[src/rtl/fifo_access_arbiter_if.sv]
// Requester and FIFO-side signal bundle for fifo_access_arbiter.
// The arbiter takes the slave modport. Producers, consumers and the FIFO
// model take the master modport.
interface fifo_access_arbiter_if #(
    parameter int N_WR   = 4,
    parameter int N_RD   = 2,
    parameter int DATA_W = 8
);
    logic [N_WR-1:0]        wr_req;
    logic [N_WR*DATA_W-1:0] wr_data;
    logic [N_WR-1:0]        wr_gnt;
    logic [N_RD-1:0]        rd_req;
    logic [N_RD-1:0]        rd_gnt;
    logic [N_RD-1:0]        rd_valid;
    logic [DATA_W-1:0]      rd_data;
    logic                   flush;
    logic                   flush_busy;
    logic                   fifo_write_sel;
    logic                   fifo_write_en;
    logic [DATA_W-1:0]      fifo_data_in;
    logic                   fifo_read_sel;
    logic                   fifo_read_en;
    logic [DATA_W-1:0]      fifo_data_out;
    logic                   fifo_full;
    logic                   fifo_empty;

    modport master (
        output wr_req, wr_data, rd_req, flush, fifo_data_out, fifo_full, fifo_empty,
        input  wr_gnt, rd_gnt, rd_valid, rd_data, flush_busy,
               fifo_write_sel, fifo_write_en, fifo_data_in, fifo_read_sel, fifo_read_en
    );

    modport slave (
        input  wr_req, wr_data, rd_req, flush, fifo_data_out, fifo_full, fifo_empty,
        output wr_gnt, rd_gnt, rd_valid, rd_data, flush_busy,
               fifo_write_sel, fifo_write_en, fifo_data_in, fifo_read_sel, fifo_read_en
    );
endinterface

[src/rtl/fifo_access_arbiter.sv]
// Round-robin write/read arbiter in front of a shared line FIFO.
// It also returns tagged read data and runs a flush sequence that drains the FIFO.
module fifo_access_arbiter #(
    parameter int N_WR   = 4,
    parameter int N_RD   = 2,
    parameter int DATA_W = 8,
    parameter int IDX_W  = 3
) (
    input logic                 clk,
    input logic                 rst,
    fifo_access_arbiter_if.slave bus
);

    typedef enum logic [1:0] {IDLE, ACTIVE, FLUSH} state_t;

    localparam int REQ_PAD = 2 ** IDX_W;

    state_t           state, next_state;
    logic [IDX_W-1:0] wr_ptr, rd_ptr;
    logic [IDX_W-1:0] wr_win, rd_win;
    logic             wr_found, rd_found;
    logic             wr_issue, rd_issue;
    logic             tag_valid;
    logic [IDX_W-1:0] tag_idx;

    // Request vectors are padded to a full IDX_W index range.
    // This lets the wrapped scan index them directly.
    logic [REQ_PAD-1:0] wr_req_pad, rd_req_pad;
    logic [IDX_W:0]     wr_sum, rd_sum;

    assign wr_req_pad = REQ_PAD'(bus.wr_req);
    assign rd_req_pad = REQ_PAD'(bus.rd_req);

    // Issue conditions. Nothing is granted while reset is held.
    assign wr_issue = !rst && !bus.fifo_full && (state != FLUSH) && wr_found;
    assign rd_issue = !rst && !bus.fifo_empty && (state == ACTIVE) && rd_found;

    // Round-robin winner search starting at each side's priority pointer, with wrap
    always_comb begin
        wr_found = 1'b0;
        wr_win   = '0;
        wr_sum   = '0;
        for (int unsigned i = 0; i < N_WR; i++) begin
            wr_sum = {1'b0, wr_ptr} + (IDX_W+1)'(i);
            if (wr_sum >= (IDX_W+1)'(N_WR))
                wr_sum = wr_sum - (IDX_W+1)'(N_WR);
            if (!wr_found && wr_req_pad[wr_sum[IDX_W-1:0]]) begin
                wr_found = 1'b1;
                wr_win   = wr_sum[IDX_W-1:0];
            end
        end
        rd_found = 1'b0;
        rd_win   = '0;
        rd_sum   = '0;
        for (int unsigned i = 0; i < N_RD; i++) begin
            rd_sum = {1'b0, rd_ptr} + (IDX_W+1)'(i);
            if (rd_sum >= (IDX_W+1)'(N_RD))
                rd_sum = rd_sum - (IDX_W+1)'(N_RD);
            if (!rd_found && rd_req_pad[rd_sum[IDX_W-1:0]]) begin
                rd_found = 1'b1;
                rd_win   = rd_sum[IDX_W-1:0];
            end
        end
    end

    // State register
    always_ff @(posedge clk or posedge rst) begin
        if (rst)
            state <= IDLE;
        else
            state <= next_state;
    end

    // Next-state logic. A flush pulse wins over request-driven transitions.
    always_comb begin
        next_state = state;
        case (state)
            IDLE: begin
                if (bus.flush)
                    next_state = FLUSH;
                else if ((|bus.wr_req) || (|bus.rd_req))
                    next_state = ACTIVE;
            end
            ACTIVE: begin
                if (bus.flush)
                    next_state = FLUSH;
                else if (!(|bus.wr_req) && !(|bus.rd_req))
                    next_state = IDLE;
            end
            FLUSH: begin
                if (bus.fifo_empty && !tag_valid)
                    next_state = IDLE;
            end
            default: next_state = IDLE;
        endcase
    end

    // Output logic: grants, FIFO strobes, write data mux and read-return decode
    always_comb begin
        bus.wr_gnt         = '0;
        bus.rd_gnt         = '0;
        bus.rd_valid       = '0;
        bus.fifo_write_sel = 1'b0;
        bus.fifo_write_en  = 1'b0;
        bus.fifo_data_in   = '0;
        bus.fifo_read_sel  = 1'b0;
        bus.fifo_read_en   = 1'b0;
        bus.flush_busy     = (state == FLUSH);
        for (int unsigned i = 0; i < N_WR; i++) begin
            if (wr_issue && (wr_win == IDX_W'(i))) begin
                bus.wr_gnt[i]    = 1'b1;
                bus.fifo_data_in = bus.wr_data[i*DATA_W +: DATA_W];
            end
        end
        if (wr_issue) begin
            bus.fifo_write_sel = 1'b1;
            bus.fifo_write_en  = 1'b1;
        end
        for (int unsigned i = 0; i < N_RD; i++) begin
            if (rd_issue && (rd_win == IDX_W'(i)))
                bus.rd_gnt[i] = 1'b1;
            if (tag_valid && (tag_idx == IDX_W'(i)))
                bus.rd_valid[i] = 1'b1;
        end
        // Flush reads are untagged, so their returned data is simply dropped.
        if (rd_issue || (!rst && state == FLUSH && !bus.fifo_empty)) begin
            bus.fifo_read_sel = 1'b1;
            bus.fifo_read_en  = 1'b1;
        end
    end

    assign bus.rd_data = bus.fifo_data_out;

    // Priority pointers advance past each winner. The read tag tracks the one-cycle FIFO latency.
    always_ff @(posedge clk or posedge rst) begin
        if (rst) begin
            wr_ptr    <= '0;
            rd_ptr    <= '0;
            tag_valid <= 1'b0;
            tag_idx   <= '0;
        end else begin
            if (wr_issue)
                wr_ptr <= (wr_win == IDX_W'(N_WR-1)) ? '0 : wr_win + 1'b1;
            if (rd_issue) begin
                rd_ptr  <= (rd_win == IDX_W'(N_RD-1)) ? '0 : rd_win + 1'b1;
                tag_idx <= rd_win;
            end
            tag_valid <= rd_issue;
        end
    end

endmodule
[src/flat_wrapper.sv]
// flat-port wrapper written by rule: the top's interface ports become plain ports
module fifo_access_arbiter_flat 
#(
    parameter int N_WR   = 4,
    parameter int N_RD   = 2,
    parameter int DATA_W = 8,
    parameter int IDX_W  = 3
)
  (clk, rst, bus_wr_req, bus_wr_data, bus_rd_req, bus_flush, bus_fifo_data_out, bus_fifo_full, bus_fifo_empty, bus_wr_gnt, bus_rd_gnt, bus_rd_valid, bus_rd_data, bus_flush_busy, bus_fifo_write_sel, bus_fifo_write_en, bus_fifo_data_in, bus_fifo_read_sel, bus_fifo_read_en);
  fifo_access_arbiter_if #(.N_WR(N_WR), .N_RD(N_RD), .DATA_W(DATA_W)) bus_i ();
  input logic clk;
  input logic rst;
  input wire logic [$bits(bus_i.wr_req)-1:0] bus_wr_req;
  input wire logic [$bits(bus_i.wr_data)-1:0] bus_wr_data;
  input wire logic [$bits(bus_i.rd_req)-1:0] bus_rd_req;
  input wire logic [$bits(bus_i.flush)-1:0] bus_flush;
  input wire logic [$bits(bus_i.fifo_data_out)-1:0] bus_fifo_data_out;
  input wire logic [$bits(bus_i.fifo_full)-1:0] bus_fifo_full;
  input wire logic [$bits(bus_i.fifo_empty)-1:0] bus_fifo_empty;
  output wire logic [$bits(bus_i.wr_gnt)-1:0] bus_wr_gnt;
  output wire logic [$bits(bus_i.rd_gnt)-1:0] bus_rd_gnt;
  output wire logic [$bits(bus_i.rd_valid)-1:0] bus_rd_valid;
  output wire logic [$bits(bus_i.rd_data)-1:0] bus_rd_data;
  output wire logic [$bits(bus_i.flush_busy)-1:0] bus_flush_busy;
  output wire logic [$bits(bus_i.fifo_write_sel)-1:0] bus_fifo_write_sel;
  output wire logic [$bits(bus_i.fifo_write_en)-1:0] bus_fifo_write_en;
  output wire logic [$bits(bus_i.fifo_data_in)-1:0] bus_fifo_data_in;
  output wire logic [$bits(bus_i.fifo_read_sel)-1:0] bus_fifo_read_sel;
  output wire logic [$bits(bus_i.fifo_read_en)-1:0] bus_fifo_read_en;
  assign bus_i.wr_req = bus_wr_req;
  assign bus_i.wr_data = bus_wr_data;
  assign bus_i.rd_req = bus_rd_req;
  assign bus_i.flush = bus_flush;
  assign bus_i.fifo_data_out = bus_fifo_data_out;
  assign bus_i.fifo_full = bus_fifo_full;
  assign bus_i.fifo_empty = bus_fifo_empty;
  assign bus_wr_gnt = bus_i.wr_gnt;
  assign bus_rd_gnt = bus_i.rd_gnt;
  assign bus_rd_valid = bus_i.rd_valid;
  assign bus_rd_data = bus_i.rd_data;
  assign bus_flush_busy = bus_i.flush_busy;
  assign bus_fifo_write_sel = bus_i.fifo_write_sel;
  assign bus_fifo_write_en = bus_i.fifo_write_en;
  assign bus_fifo_data_in = bus_i.fifo_data_in;
  assign bus_fifo_read_sel = bus_i.fifo_read_sel;
  assign bus_fifo_read_en = bus_i.fifo_read_en;
  fifo_access_arbiter #(.N_WR(N_WR), .N_RD(N_RD), .DATA_W(DATA_W), .IDX_W(IDX_W)) u_core (.clk(clk), .rst(rst), .bus(bus_i));
endmodule
[config.mk]
export PLATFORM = sky130hd
export DESIGN_NAME = fifo_access_arbiter_flat
export DESIGN_NICKNAME = d
export VERILOG_FILES = /design/src/rtl/fifo_access_arbiter_if.sv /design/src/rtl/fifo_access_arbiter.sv /design/src/flat_wrapper.sv
export SDC_FILE = /design/constraint.sdc
export NUM_CORES = 1
export LEC_CHECK = 0
export CAP_MARGIN = 20
export CORE_MARGIN = 3
export CORE_UTILIZATION = 42
export DETAILED_ROUTE_END_ITERATION = 10
export HOLD_SLACK_MARGIN = 0.15
export MAX_ROUTING_LAYER = met4
export PLACE_DENSITY_LB_ADDON = 0.2
export SLEW_MARGIN = 40
export SYNTH_ARGS = -nofsm -noshare
export SYNTH_HDL_FRONTEND = slang
export SYNTH_SLANG_ARGS = --single-unit
[constraint.sdc]
create_clock -name clk -period 5.55 [get_ports clk]
set_input_delay 1.11 -clock clk [delete_from_list [all_inputs] [get_ports clk]]
set_output_delay 1.11 -clock clk [all_outputs]
set_load 0.01 [all_outputs]
==> results.md, run 1 <==
- Critical path's largest stage delay: 0.55 ns
- Clk sink count: 12
- Crit path max fanout: 8
- Vias in the first global route: 1469
- RSZ-0062 raised after global routing: false
- Largest net degree at the start of global routing: 18
- Max Clock Skew: 0.00267 ns
- Synth warnings: 0
- Initial antenna violation count: 0
- Post-DP HPWL: 3.10 mm
- Final GP Congestion: 0.943
- # hold bufs at CTS: 0
- Clock transition at the registers of the reported paths: 0.07 ns
- DRT Wirelength: 3.90 mm
- H-Tree Depth: 1
- Post-Synthesis Cells: 186
- DIE WIDTH: 64.2 µm
- Global route overflow: 0
- Startpoint Class: primary input
- Top FF cell, synth: dfrtp_1
- Area contributors post-synth: dfrtp_1, ha_1, nor2_1
- Layout cells sized above 1: 0.0844
- Core ar.: 0.00313 mm²
- Combinational Power Share: 0.806
- Wire per inst: 13.9 µm
- GRT Total Usage: 0.200
- Port Buf Inserts: 63
- Initial Util: 0.454
- PD cells: 410 mW/mm²
- Die Y: 64.2 µm
- Site Rows: 20
- Hold crit path type: flip-flop to flip-flop
- Vias: 1510
- Final hold violation count: 0
- Flop pwr share: 0.132
- Kind of critical path: primary input to output port
- Peak supply drop: 190 µV
- Slew Limit Fails: 0
- Syn Nets: 248
- Sw frac: 0.474
- Post-synth EDFFs: 0
- Drc violations: 0
- Worst hold endpoint: u_core.state[0]$_DFFE_PP0P_
- Post-DRT Antenna Nets: 0
- Nets@finish: 301
- Worst slew pin tran: 0.753 ns
- CTS resizes: 0
- Post-CTS setup buffer count: 0
- Post-Syn Area: 0.00142 mm²
- Worst rel slew slack: 0.491
- Final setup vio count: 0
- FF-to-FF End: u_core.wr_ptr[1]$_DFFE_PP0P_
- Worst-skew pair later-pin latency: 0.27 ns
- Cell Chain, Critical Path: clkdlybuf4s50_1, mux4_2, o21ai_1, o21ai_1, a22o_1, ha_1, nor2b_1, buf_4, a221oi_1, nor3_1, a21oi_1, nor2_1, clkdlybuf4s50_1
- FF-to-FF Start: u_core.wr_ptr[1]$_DFFE_PP0P_
- Ys async rst share: 1.00
- First-pass GRT wire length: 6.61 mm
- Unique cell type count in the Yosys netlist: 43
- Non-Filler Instances: 281
- Vias per cell: 5.37
- Crit path DAT: 4.16 ns
- Die Area: 0.00412 mm²
- Fill cells: 269
- Root cell of the clock tree: clkbuf_4
- Setup_tns: 0 ns
- FF/Latch Area: 300 µm²
- I/O pin total: 80
- First-pass detailed-route iteration total: 5
- Placed cells: 278
- Setup crit end kind: output port
- Clock power frac: 0.062
- Initial drt markers: 89
- MaxCap Viol Count: 0
- Status: completed
- Area leader, netlist: dfrtp_1
- Syn avg cell area: 7.64 µm²
- CTS buffer count: 3
- Area delta synth->final: 45.0%
- Final min period: 5.27 ns
- Hold path depth: 1
- Multi-input logic area: 970 µm²
- Sequential-to-total area share from yosys stat: 0.211
- #FFs+latches synth: 12
- Leakage: 0.872 nW
- Worst Hold Launch: u_core.state[1]$_DFFE_PP0P_
- R2r setup slk: 2.87 ns
- Maximum clock frequency: 190 MHz
- Critical Path RT: 4.44 ns
- CTS max path bufs: 2
- # diodes: 0
- Synth top area share: 0.211
- Net Sw Power: 401 µW
- Reg2Reg Depth: 9
- Internal power: 444 µW
- TritonCTS clock tree: yes
- Worst hold margin: 0.511 ns
- Period utilisation layout: 0.949
- CP max-delay cell: clkdlybuf4s50_1
==> registers in the layout, indices dropped and copies added, names as in the netlist <==
register,count
u_core.rd_ptr,3
u_core.tag_idx,3
u_core.wr_ptr,3
u_core.state,2
u_core.tag_valid,1
==> layout make-up <==
cell class / instances / share of cell area
tap: 44 / 0.0267
multi-input combinational: 141 / 0.471
sequential: 12 / 0.146
clock buffer: 3 / 0.0109
timing repair buffer: 67 / 0.321
inverter: 14 / 0.0255
==> power groups by stage <==
| stage | combinational [mW] | sequential, mW | clock [mW] |
|---|---|---|---|
| floorplan | 0.489 | 0.102 | 0 |
| global placement | 0.652 | 0.113 | 0 |
| detailed placement | 0.657 | 0.114 | 0 |
| CTS | 0.660 | 0.112 | 0.0534 |
| global route | 0.769 | 0.114 | 0.0561 |
| finish | 0.681 | 0.112 | 0.0521 |
==> cells in the mapped netlist (4+ instances only) <==
cell and count:
nand2_1 8, and3_1 5, nand2b_1 4, o21ai_0 4, nor2b_1 4, inv_1 13, ha_1 11, a21oi_1 13
nor3_1 8, nor2_1 32, a221oi_1 8, clkbuf_1 5, dfrtp_1 12, buf_4 11, mux2i_1 5
==> placed cells by master, fill, tap and decap left out, types with 4 or more instances in the layout <==
cell type        Yosys  final
inv_1               13     13
a21oi_1             13     13
nor3_1               8      8
nor2_1              32     32
nand2b_1             4      4
a221oi_1             8      8
buf_4               11      4
nor2b_1              4      4
ha_1                11     11
clkdlybuf4s50_1      0     63
and3_1               5      5
dfrtp_1             12     12
nand2_1              8      8
==> logic make-up (layout without fill, tap and decap cells) <==
kind of cell,Yosys count,after routing,share of synthesized area
muxes,10,10,0.0854
DFF,12,12,0.211
xor gates and xnor gates,1,1,0.00616
AOI/OAI and AO/OA,43,43,0.222
and+or+nand+nor,76,76,0.260
adders and majority gates,11,11,0.0968
buffers and inverters,33,84,0.119
==> how the worst max path moves through the flow <==
stage,startpoint,endpoint,slack [ns],cells after the start
after floorplan,bus_wr_req[2],bus_fifo_data_in[6],1.22,12
after detailed placement,bus_wr_req[2],bus_fifo_data_in[4],0.29,13
after global placement,bus_wr_req[3],bus_fifo_data_in[4],0.30,13
after global routing,bus_wr_req[3],bus_fifo_data_in[4],0.02,14
after CTS,bus_wr_req[3],bus_fifo_data_in[4],0.28,13
final,bus_wr_req[3],bus_fifo_data_in[4],0.28,13
==> worst max-delay path: cells and delay by family <==
| kind | cells | cell delay [ns] |
|---|---|---|
| fa+ha+maj | 1 | 0.21 |
| simple gates | 3 | 0.39 |
| compound gates | 5 | 0.67 |
| mux | 1 | 0.50 |
| buf+inv | 3 | 1.26 |
==> stage by stage <==
step | setup slack (ns) | instance area (µm²) | total power [mW] | util
after floorplan | 1.22 | 1420 | 0.590 | -
after global placement | 0.304 | 2020 | 0.765 | 0.646
after detailed placement | 0.293 | 2020 | 0.771 | 0.646
after CTS | 0.278 | 2040 | 0.825 | 0.653
after global routing | 0.0242 | 2060 | 0.939 | 0.659
final | 0.285 | 2060 | 0.845 | 0.659
==> layer usage <==
metal | wire, µm | GRT usage | up-vias | part of all wire
li1 | - | - | 758 | -
met1 | 1690 | 0.255 | 712 | 0.43
met2 | 2040 | 0.339 | 32 | 0.52
met3 | 119 | 0.0141 | 8 | 0.031
met4 | 52 | 0.0607 | 0 | 0.013
met5 | 0 | - | - | 0
Power figures use the tool's default switching activity.
==> run 2, diff against run 1 <==
--- a/config.mk
+++ b/config.mk
@@ -7,11 +7,12 @@
 export LEC_CHECK = 0
 export CAP_MARGIN = 20
 export CORE_MARGIN = 3
-export CORE_UTILIZATION = 42
+export CORE_UTILIZATION = 39
 export DETAILED_ROUTE_END_ITERATION = 10
 export HOLD_SLACK_MARGIN = 0.15
 export MAX_ROUTING_LAYER = met4
-export PLACE_DENSITY_LB_ADDON = 0.2
+export PLACE_DENSITY = 0.81
+export SETUP_SLACK_MARGIN = 0.4
 export SLEW_MARGIN = 40
 export SYNTH_ARGS = -nofsm -noshare
 export SYNTH_HDL_FRONTEND = slang
==> constraint.sdc (replaced) <==
create_clock -name clk -period 4.98 [get_ports clk]
set_input_delay 0.996 -clock clk [delete_from_list [all_inputs] [get_ports clk]]
set_output_delay 0.996 -clock clk [all_outputs]
set_load 0.01 [all_outputs]
==> run 2 against run 1 <==
Against the previous run:
- non-clock buffer count is 16 higher
- register-to-register slack got worse by 0.49 ns
- clock power rose by 41%
- largest cell class unchanged
==> results.md, run 2 (synthesis gave the netlist of run 1 again) <==
- Site Rows: 21 (+5.0%)
- Fill cells: 279 (+3.7%)
- PD cells: 515 mW/mm² (+26%)
- Post-DP HPWL: 3.21 mm (+3.6%)
- Clock transition at the registers of the reported paths: 0.07 ns (about the same)
- H-Tree Depth: 1 (unchanged)
- DIE WIDTH: 66.4 µm (+3.4%)
- Final setup vio count: 0 (unchanged)
- MaxCap Viol Count: 0 (unchanged)
- Worst-skew pair later-pin latency: 0.27 ns (about the same)
- Commonest cells after routing, fill and taps aside: clkdlybuf4s50_1, nor2_1, buf_4
- Flop pwr share: 0.098 (-0.034)
- Peak supply drop: 295 µV (+55%)
- Root cell of the clock tree: clkbuf_4
- Drc violations: 0 (unchanged)
- Placed cells: 294 (+5.8%)
- Worst rel slew slack: 0.663 (+0.172)
- Status: completed
- DRT Wirelength: 4.15 mm (+6.5%)
- Power, Total: 1.16 mW (+37%)
- Post-layout util: 0.656 (-0.00239)
- Final GP Congestion: 0.891 (-5.5%)
- Net Sw Power: 525 µW (+31%)
- I/O pin total: 80 (unchanged)
- Global route overflow: 0 (unchanged)
- Combinational Power Share: 0.839 (+0.033)
- Crit path DAT: 3.53 ns (-0.63 ns)
- Vias in the first global route: 1455 (-0.95%)
- Die Y: 66.4 µm (+3.4%)
- Period utilisation layout: 0.909
- Startpoint Class: primary input
- Hold path depth: 1 (unchanged)
- Kind of critical path: primary input to output port
- Clock power frac: 0.064 (+0.002)
- Most common cell after layout, fill and taps aside: clkdlybuf4s50_1
- Non-Filler Instances: 300 (+6.8%)
- Final hold violation count: 0 (unchanged)
- Port Buf Inserts: 63 (unchanged)
- TritonCTS clock tree: yes
- Vias per cell: 5.19 (-3.5%)
- Setup crit end kind: output port
- Area delta synth->final: 57.7%
- Slew Limit Fails: 0 (unchanged)
- GRT Total Usage: 0.183 (-0.0171)
- Leakage: 1.00 nW (+15%)
- Initial drt markers: 136 (+53%)
- Largest regs: u_core.rd_ptr (3), u_core.tag_idx (3), u_core.wr_ptr (3)
- Vias: 1556 (+3.0%)
- Initial antenna violation count: 0 (unchanged)
- Wire per inst: 13.8 µm (-0.26%)
- Internal power: 631 µW (+42%)
- Crit path max fanout: 8 (unchanged)
- Core ar.: 0.00342 mm² (+9.2%)
- Setup_tns: 0 ns (unchanged)
- RSZ-0062 raised after global routing: true
- Worst slew pin tran: 0.498 ns (-0.255 ns)
- Reg2Reg Depth: 10 (+1)
- Post-DRT Antenna Nets: 0 (unchanged)
- Dpl ws: -0.0597 ns (-0.353 ns)
- CTS buffer count: 3 (unchanged)
- Die Area: 0.00440 mm² (+7.0%)
- # hold bufs at CTS: 0 (unchanged)
- CTS max path bufs: 2 (unchanged)
- Hold crit path type: flip-flop to flip-flop
- Max Clock Skew: 0.00535 ns (+0.00268 ns)
- Nets@finish: 317 (+5.3%)
- # diodes: 0 (unchanged)
- Initial Util: 0.416 (-0.0383)
- R2r setup slk: 2.38 ns (-0.49 ns)
- Clk sink count: 12 (unchanged)
- Largest net degree at the start of global routing: 18 (unchanged)
- Maximum clock frequency: 221 MHz
- Critical Path RT: 3.98 ns (-0.46 ns)
- First-pass detailed-route iteration total: 4 (-1)
- Final min period: 4.53 ns
- First-pass GRT wire length: 6.37 mm (-3.7%)
- Sw frac: 0.454 (-0.0200)
- Layout cells sized above 1: 0.197 (+0.112)
- Final WS setup: 0.452 ns (+0.167 ns)
-- run 2: worst paths after layout --
path	startpoint	endpoint
max	bus_wr_req[2]	bus_fifo_data_in[3]
min	u_core.state[1]$_DFFE_PP0P_	u_core.state[0]$_DFFE_PP0P_
max reg2reg	u_core.wr_ptr[0]$_DFFE_PP0P_	u_core.wr_ptr[1]$_DFFE_PP0P_
min reg2reg	u_core.state[1]$_DFFE_PP0P_	u_core.state[0]$_DFFE_PP0P_
max in group asynchronous	rst	u_core.state[1]$_DFFE_PP0P_
min in group asynchronous	rst	u_core.rd_ptr[0]$_DFFE_PP0P_
-- run 2: layout make-up --
cell class	instances	area, µm²	share of cell area
Inverter	14	53.8	0.0240
Tap cell	46	57.6	0.0257
Timing Repair Buffer	83	759	0.339
Clock buffer	4	36.3	0.0162
Multi-Input combinational cell	141	1030	0.461
Sequential cell	12	300	0.134
-- run 2: stage by stage --
stage	hold slack, ns	area, µm²
global route	0.515	2240
floorplan	0.450	1420
CTS	0.490	2180
global placement	0.474	2130
finish	0.491	2240
detailed placement	0.487	2130
-- run 2: repair_timing --
action | in CTS | in global routing
endpoints found under the setup margin | 10 | 9
setup buffers | 0 | 2
gates cloned | 0 | 0
pin swaps | 0 | 0
hold endpoints to repair | 0 | 0
gates resized for setup | 20 | 21
-- run 2: worst max-delay path, stage by stage --
cell and delay (ns):
dlygate4sd2_1 0.28, mux2_2 0.30, mux2i_1 0.18, o31ai_1 0.10, buf_4 0.16, a22o_1 0.26, ha_1 0.23, nor2b_1 0.15
buf_6 0.17, a221oi_1 0.08, nor3_1 0.19, a21oi_1 0.06, nor2_1 0.09, dlygate4sd2_1 0.28
-- run 2: power by group through the flow --
stage	combinational (mW)	sequential [mW]	clock (mW)
final	0.970	0.113	0.0734
after global routing	1.06	0.114	0.0814
after detailed placement	0.814	0.115	0
after CTS	0.838	0.113	0.0760
after floorplan	0.544	0.113	0
after global placement	0.804	0.114	0
-- run 2: per-layer routing --
layer	global-route usage	vias up	wire length [µm]	share of wire
met5	-	-	0	0
met4	0.0482	0	89	0.021
met3	0.0255	11	137	0.033
met2	0.287	36	1980	0.48
met1	0.247	718	1940	0.47
li1	-	791	-	-
